`src/rtl/alu_issue_seq.sv`:
```
// Issue sequencer for a 32-bit combinational ALU: accepts one instruction, decodes it,
// runs a single execute cycle and hands back a write-back / branch packet.
module alu_issue_seq (
  input  logic        clk,
  input  logic        reset,
  input  logic        instr_valid,
  output logic        instr_ready,
  input  logic [31:0] instr,
  input  logic [31:0] rs_data,
  input  logic [31:0] rt_data,
  output logic [31:0] alu_op1,
  output logic [31:0] alu_op2,
  output logic [3:0]  alu_control_code,
  input  logic [31:0] alu_result,
  input  logic        alu_v,
  input  logic        alu_n,
  input  logic        alu_z,
  output logic        wb_valid,
  input  logic        wb_ready,
  output logic        wb_we,
  output logic [4:0]  wb_reg,
  output logic [31:0] wb_data,
  output logic [2:0]  flags,
  output logic        branch_taken,
  output logic        illegal
);

  typedef enum logic [1:0] {IDLE, DECODE, EXEC, DONE} state_t;

  typedef struct packed {
    logic        legal;
    logic        branch;
    logic        bne;
    logic [3:0]  code;
    logic [31:0] op2;
    logic [4:0]  dest;
  } dec_t;

  localparam logic [3:0] NOP = 4'b1111;

  state_t      state;
  logic [31:0] ins_q;
  logic [31:0] rs_q;
  logic [31:0] rt_q;
  logic        is_br;
  logic        br_ne;
  dec_t        dec;

  function automatic dec_t decode(input logic [5:0] opcode, input logic [5:0] funct,
                                  input logic [4:0] rt, input logic [4:0] rd,
                                  input logic [15:0] imm, input logic [31:0] rt_val);
    dec_t d;
    d.legal  = 1'b1;
    d.branch = 1'b0;
    d.bne    = 1'b0;
    d.code   = NOP;
    d.op2    = rt_val;
    d.dest   = rd;
    case (opcode)
      6'h00: begin
        case (funct)
          6'h20:   d.code = 4'b0010;
          6'h22:   d.code = 4'b0110;
          6'h24:   d.code = 4'b0000;
          6'h25:   d.code = 4'b0001;
          6'h26:   d.code = 4'b1101;
          6'h27:   d.code = 4'b1001;
          6'h2A:   d.code = 4'b0111;
          default: d.legal = 1'b0;
        endcase
      end
      6'h08: begin d.code = 4'b0010; d.op2 = {{16{imm[15]}}, imm}; d.dest = rt; end
      6'h0A: begin d.code = 4'b0111; d.op2 = {{16{imm[15]}}, imm}; d.dest = rt; end
      6'h0C: begin d.code = 4'b0000; d.op2 = {16'h0000, imm};      d.dest = rt; end
      6'h0D: begin d.code = 4'b0001; d.op2 = {16'h0000, imm};      d.dest = rt; end
      6'h04: begin d.code = 4'b0110; d.branch = 1'b1; end
      6'h05: begin d.code = 4'b0110; d.branch = 1'b1; d.bne = 1'b1; end
      default: d.legal = 1'b0;
    endcase
    return d;
  endfunction

  // The rs field is not needed: rs arrives already read as rs_data.
  logic unused_rs_field;
  assign unused_rs_field = ^ins_q[25:21];

  always_comb begin
    dec = decode(ins_q[31:26], ins_q[5:0], ins_q[20:16], ins_q[15:11], ins_q[15:0], rt_q);
  end

  always_ff @(posedge clk) begin
    if (reset) begin
      state            <= IDLE;
      instr_ready      <= 1'b0;
      wb_valid         <= 1'b0;
      wb_we            <= 1'b0;
      wb_reg           <= '0;
      wb_data          <= '0;
      flags            <= '0;
      branch_taken     <= 1'b0;
      illegal          <= 1'b0;
      alu_control_code <= NOP;
      alu_op1          <= '0;
      alu_op2          <= '0;
    end else begin
      case (state)
        IDLE: begin
          if (instr_ready && instr_valid) begin
            ins_q       <= instr;
            rs_q        <= rs_data;
            rt_q        <= rt_data;
            instr_ready <= 1'b0;
            state       <= DECODE;
          end else begin
            instr_ready <= 1'b1;
          end
        end
        // Illegal ops bypass EXEC with a zeroed packet so the ALU never sees them.
        DECODE: begin
          if (!dec.legal) begin
            illegal      <= 1'b1;
            wb_we        <= 1'b0;
            wb_reg       <= '0;
            wb_data      <= '0;
            flags        <= '0;
            branch_taken <= 1'b0;
            wb_valid     <= 1'b1;
            state        <= DONE;
          end else begin
            alu_op1          <= rs_q;
            alu_op2          <= dec.op2;
            alu_control_code <= dec.code;
            is_br            <= dec.branch;
            br_ne            <= dec.bne;
            illegal          <= 1'b0;
            wb_we            <= !dec.branch && (dec.dest != 5'd0);
            wb_reg           <= dec.branch ? 5'd0 : dec.dest;
            state            <= EXEC;
          end
        end
        EXEC: begin
          wb_data          <= alu_result;
          flags            <= {alu_v, alu_n, alu_z};
          branch_taken     <= is_br && (alu_z ^ br_ne);
          alu_control_code <= NOP;
          alu_op1          <= '0;
          alu_op2          <= '0;
          wb_valid         <= 1'b1;
          state            <= DONE;
        end
        DONE: begin
          if (wb_ready) begin
            wb_valid    <= 1'b0;
            instr_ready <= 1'b1;
            state       <= IDLE;
          end
        end
        default: state <= IDLE;
      endcase
    end
  end

endmodule

```
`config.mk`:
```
export PLATFORM = sky130hd
export DESIGN_NAME = alu_issue_seq
export DESIGN_NICKNAME = d
export VERILOG_FILES = /design/src/rtl/alu_issue_seq.sv
export SDC_FILE = /design/constraint.sdc
export NUM_CORES = 1
export LEC_CHECK = 0
export CORE_MARGIN = 1
export CORE_UTILIZATION = 35
export DETAILED_ROUTE_END_ITERATION = 8
export GPL_TIMING_DRIVEN = 0
export PLACE_DENSITY = 0.68
export SKIP_CTS_REPAIR_TIMING = 1
export SYNTH_ARGS = -nofsm -noshare
export SYNTH_HDL_FRONTEND = slang
export SYNTH_SLANG_ARGS = --single-unit
```
`constraint.sdc`:
```
create_clock -name clk -period 5.4 [get_ports clk]
set_input_delay 0.54 -clock clk [delete_from_list [all_inputs] [get_ports clk]]
set_output_delay 0.54 -clock clk [all_outputs]
set_load 0.1 [all_outputs]
```
==> flow_summary.json, run 1 <==
{
  "start_kind": "flop",
  "hpwl_mm": 12.7,
  "cp-startpoint": "instr_ready",
  "nets": 927,
  "slew_viol_final": 0,
  "path_depth": 1,
  "synth_top_area_share": 0.384,
  "p_leak_uw": 0.00390,
  "clock-skew-final_ns": 0.0241,
  "rr_startpoint": "ins_q[26]",
  "wl_met1_mm": 7.25,
  "crit_arrival_ns": 2.08,
  "hp-class": "reg -> reg",
  "synthTopCellsByCount": "dfxtp_1, edfxtp_1, a22o_1",
  "place_ws_ns": 2.60,
  "r2r_end": "alu_op2[27]",
  "dpl.cell_count": 1033,
  "wl_per_cell_um": 16.6,
  "start_util": 0.358,
  "avgSynthCellArea_um2": 14.0,
  "grt.overflow.total": 0,
  "core_area_mm2": 0.0203,
  "routed.top_layer": "met4",
  "die_y_um": 146,
  "synth_top_area_cell": "edfxtp_1",
  "critPathKind": "reg -> out",
  "slowest_delay_ns": 1.17,
  "clock_sinks": 208,
  "clock_latency_ns": 0.52,
  "cap_violations": 0,
  "synth.distinct_cells": 47,
  "gp_congestion": 0.806,
  "dr.pass1.iters": 4,
  "critical-path-top-delay-family": "buffers and inverters",
  "synth.ff_latch_count": 208,
  "clkSlewWorstSetupHoldPaths_ns": 0.06,
  "cts_buffer_depth": 3,
  "fin_ws_ns": 2.78,
  "crit_fanout": 4,
  "tns_ns": 0,
  "wl_mm": 17.9,
  "synth_edf_count": 93,
  "path_cells": "clkdlybuf4s50_1",
  "area_delta_synth_final_pct": 48.8,
  "cp_slowest_cell": "clkdlybuf4s50_1",
  "io_pins": 248,
  "yosysSeqAreaShare": 0.701,
  "cp.required_ns": 4.86,
  "dr_wl_met2_mm": 8.54,
  "viasPerCell": 4.79,
  "grtUsageTotal": 0.165,
  "status": "complete, no violations",
  "p_per_area_mw_per_mm2": 359,
  "htreeDepth": 1,
  "synthArstFlopShare": 0,
  "maxSlewHeadroom": 0.312,
  "numCtsBuffers": 23,
  "max_freq_ghz": 0.382,
  "drt-initial-drc-count": 163,
  "grt_max_degree": 29,
  "r2r_slack_ns": 2.97,
  "synth_area_leaders": "edfxtp_1, dfxtp_1, a22o_1",
  "cts_tree": "done",
  "clk_root_buffer_cell": "clkbuf_16",
  "grt_pass1_vias": 5222,
  "finalCritPeriodShare": 0.485,
  "synth_ff_type": "dfxtp_1",
  "fin_crit_ns": 2.62,
  "num_rows": 52,
  "ys_warn_count": 0,
  "finalSetupViolCount": 0,
  "routed-wl-met3_mm": 1.59,
  "crit_end": "instr_ready",
  "tightest_slew_ns": 1.03,
  "critPathCaptureType": "primary output",
  "final_cells": 1074,
  "peakVddDrop_mv": 0.284,
  "hold_viol": 0,
  "rsz0062_at_grt": "false",
  "antenna-diode-count": 0,
  "synth.net_count": 658,
  "total_power_uw": 3880,
  "syn_area_mm2": 0.00726,
  "vias": 5149,
  "critPathBufInv": 1,
  "yosysMostFrequentCell": "dfxtp_1",
  "ant_nets": 0,
  "drc": 0,
  "grt_pass1_wl_mm": 28.0,
  "die_x_um": 146,
  "worst-r2r-cell-count": 7,
  "antenna_found_initial": 1,
  "drive_gt1_frac": 0.0759,
  "die-area_mm2": 0.0213,
  "port_buffers": 241,
  "synth_cells": 519
}
-- worst reg2reg max path: cells and delay by family, from the launching register on --
family | cells | cell delay, ns
buffers and inverters | 2 | 0.59
DFF | 1 | 0.47
and+or+nand+nor | 3 | 0.54
AOI/OAI and AO/OA | 2 | 0.69
-- routing by layer --
metal | global-route usage | vias to the layer above
li1 | - | 2506
met1 | 0.195 | 2430
met2 | 0.282 | 181
met3 | 0.0584 | 32
met4 | 0.0500 | 0
met5 | 0 | -
-- kinds of logic (layout without fill, tap and decap cells) --
group | Yosys count | after routing | share of synthesized area
flip-flops | 208 | 208 | 0.701
AO/OA/AOI/OAI | 148 | 148 | 0.158
adder cells (fa/ha/maj) | 4 | 4 | 0.00689
XOR/XNOR | 1 | 1 | 0.00121
buffers and inverters | 37 | 322 | 0.0279
AND/OR/NAND/NOR | 96 | 96 | 0.0694
multiplexers | 25 | 25 | 0.0351
-- report_power, final --
part	internal [uW]	switching, uW	leakage [uW]
clock	872	599	0.000349
sequential	1720	33.5	0.00178
combinational	221	433	0.00178
-- how the worst min path moves through the flow --
stage | from | end | slack (ns) | depth (start not counted)
6_report | rs_q[31] | alu_op1[31] | 0.44 | 1
5_1_grt | rs_q[0] | alu_op1[0] | 0.46 | 1
4_1_cts | rs_q[31] | alu_op1[31] | 0.44 | 1
3_5_place_dp | rs_q[17] | alu_op1[17] | 0.44 | 1
3_3_place_gp | rs_q[8] | alu_op1[8] | 0.44 | 1
2_1_floorplan | rs_q[0] | alu_op1[0] | 0.44 | 1
-- final cells by class --
type | count | area [um^2]
Timing Repair Buffer | 244 | 2490
Sequential cell | 208 | 5090
Tap cell | 270 | 338
Fill cell | 1747 | 9490
Clock buffer | 38 | 693
Buffer | 33 | 188
Inverter | 4 | 15.0
Clock inverter | 3 | 18.8
Multi-Input combinational cell | 274 | 1970
-- through the flow --
| step | area, um^2 | util | hold WS [ns] |
|---|---|---|---|
| final | 10800 | 0.532 | 0.443 |
| after global routing | 10800 | 0.532 | 0.458 |
| after CTS | 10800 | 0.532 | 0.445 |
| after detailed placement | 10100 | 0.497 | 0.442 |
| after global placement | 10000 | 0.493 | 0.437 |
| after floorplan | 7270 | - | 0.436 |
-- cells in the final DEF (no fill, tap or decap), drive strengths merged, types with 4 or more instances in the layout --
cell           count
nand2b             4
o21ai             27
nor2b             22
inv                5
edfxtp            93
clkdlybuf4s50    241
nor3               8
mux2i             24
nand2             13
clkbuf            53
a22o              67
o31ai             18
o2bb2ai           16
nor2              32
nand3              4
a21oi              8
ha                 4
dfxtp            115
buf               21
(Power assumes the default switching activity.)
==> run 2: changes to the inputs <==
PLACE_DENSITY = 0.65   (was 0.68)
clock period = 2.6 ns   (was 5.4 ns; I/O delays follow)
==> flow_summary.json, run 2 (synthesized netlist as in run 1, its figures left out) <==
{
  "hpwl_mm": 13.2,
  "p_comb_frac": 0.158,
  "power_frac_clock": 0.417,
  "area_delta_synth_final_pct": 50.7,
  "die_x_um": 146,
  "hold_end": "ins_q[16]",
  "maxSlewHeadroom": 0.280,
  "grt_pass1_wl_mm": 28.9,
  "fin_hold_ws_ns": 0.277,
  "hold_viol": 0,
  "die-area_mm2": 0.0213,
  "cts_buffer_depth": 3,
  "final_cell_mix": "clkdlybuf4s50_1, dfxtp_1, edfxtp_1",
  "nets": 928,
  "clock_sinks": 208,
  "cap_violations": 0,
  "cts_tree": "done",
  "viasPerCell": 4.86,
  "crit_arrival_ns": 2.80,
  "finalCritPeriodShare": 0.939,
  "ant_nets": 0,
  "cp.required_ns": 2.95,
  "fin_crit_ns": 2.44,
  "antenna_found_initial": 1,
  "met2_usage": 0.289,
  "worst-r2r-cell-count": 6,
  "htreeDepth": 1,
  "drt-initial-drc-count": 189,
  "r2r_end": "alu_control_code[0]",
  "start_util": 0.358,
  "finalSetupViolCount": 0,
  "clock-skew-final_ns": 0.0239,
  "r2r_slack_ns": 0.16,
  "hp-class": "in -> reg",
  "start_kind": "flop",
  "dpl.cell_count": 1032,
  "antenna-diode-count": 0,
  "gp_congestion": 0.819,
  "critical-path-top-delay-family": "compound AO/OA/AOI/OAI gates",
  "place_area_mm2": 0.0101,
  "clkSlewWorstSetupHoldPaths_ns": 0.06,
  "critPathKind": "reg -> reg",
  "drc": 0,
  "slowest_delay_ns": 0.71,
  "slew_viol_final": 0,
  "critPathCaptureType": "flop",
  "clock_latency_ns": 0.53,
  "grt.overflow.total": 0,
  "die_y_um": 146,
  "peakVddDrop_mv": 0.538,
  "num_rows": 52,
  "crit_fanout": 10,
  "path_cells": "nand2b_1 -> a211o_1 -> o211a_1 -> buf_6 -> a2111oi_0 -> a21oi_1",
  "drive_gt1_frac": 0.0892,
  "clk_root_buffer_cell": "clkbuf_16",
  "final_cells": 1077,
  "hold_start": "instr[16]",
  "use_met1": 0.203,
  "wl_mm": 18.7,
  "dr.pass1.iters": 4,
  "p_seq_frac": 0.425,
  "p_per_area_mw_per_mm2": 784,
  "core_area_mm2": 0.0203,
  "grtUsageTotal": 0.171,
  "wl_per_cell_um": 17.3,
  "vias": 5233,
  "critPathBufInv": 1,
  "p_int_uw": 6270,
  "whs_path_depth": 1,
  "rr_startpoint": "ins_q[2]",
  "rsz0062_at_grt": "true",
  "grtUsageMet3": 0.0641,
  "tns_ns": 0,
  "sw_frac_of_total": 0.270,
  "total_power_uw": 8580,
  "io_pins": 248,
  "p_leak_uw": 0.00397,
  "grt_busiest_layer": "met2",
  "grt_pass1_vias": 5421,
  "numCtsBuffers": 24,
  "tightest_slew_ns": 1.08,
  "final_area_mm2": 0.0109,
  "max_freq_ghz": 0.409,
  "power_switching_uw": 2310,
  "port_buffers": 241,
  "grt_max_degree": 38,
  "final_common_cell": "clkdlybuf4s50_1",
  "cp_slowest_cell": "a2111oi_0",
  "status": "complete, no violations"
}
run 2: cell types whose count changed in the layout (fill, tap and decap cells not counted), moves of 2 or more:
cell / before / now
clkbuf_1: 25 / 16
bufinv_16: 0 / 5
clkinv_1: 0 / 3
clkinv_2: 2 / 5
buf_16: 2 / 0
clkbuf_2: 0 / 2
clkbuf_8: 4 / 2
run 2: layer usage:
| layer | vias to the layer above | routed length (um) |
|---|---|---|
| met3 | 31 | 1710 |
| met1 | 2481 | 7630 |
| met2 | 209 | 8860 |
| met5 | - | 13 |
| met4 | 2 | 439 |
| li1 | 2510 | - |
run 2: metrics by stage:
| step | utilization | setup WS, ns |
|---|---|---|
| after CTS | 0.539 | 0.0884 |
| after global placement | 0.495 | -0.731 |
| after floorplan | - | 0.00258 |
| after global routing | 0.539 | -0.00739 |
| final | 0.539 | 0.158 |
| after detailed placement | 0.496 | 0.0387 |
run 2: layout make-up:
class                           count  area [um^2]
Buffer                             33          200
Clock buffer                       29          629
Clock inverter                     15          228
Fill cell                        1699         9350
Inverter                            4         15.0
Multi-Input combinational cell    275         1990
Sequential cell                   208         5100
Tap cell                          270          338
Timing Repair Buffer              243         2450
run 2: power groups by stage:
stage               logic [uW]  clock network (uW)  registers [uW]
floorplan                  356                   0            4240
CTS                       1360                3650            3650
finish                    1360                3580            3650
detailed placement        1360                   0            3720
global route              1430                3790            3660
global placement          1330                   0            3720
run 2: worst max path at each step:
stage | from | endpoint | slack, ns | cells after the start
floorplan | state[0] | ins_q[0] | 0.003 | 4
global placement | instr_valid | rs_q[5] | -0.73 | 3
detailed placement | instr_valid | rs_q[7] | 0.04 | 5
CTS | state[1] | rs_q[5] | 0.09 | 6
global route | state[1] | wb_data[27] | -0.007 | 7
finish | ins_q[2] | alu_control_code[0] | 0.16 | 6
run 2: worst reg2reg max path, stage by stage (launching register included):
cell	delay, ns
edfxtp_1	0.49
nand2b_1	0.19
a211o_1	0.34
o211a_1	0.29
buf_6	0.16
a2111oi_0	0.71
a21oi_1	0.08
==> run 3: changes to the inputs <==
ABC_AREA = 0   (was unset)
==> results of run 3 <==
Same layout as run 2: the final DEF is identical, and so are final timing and power.
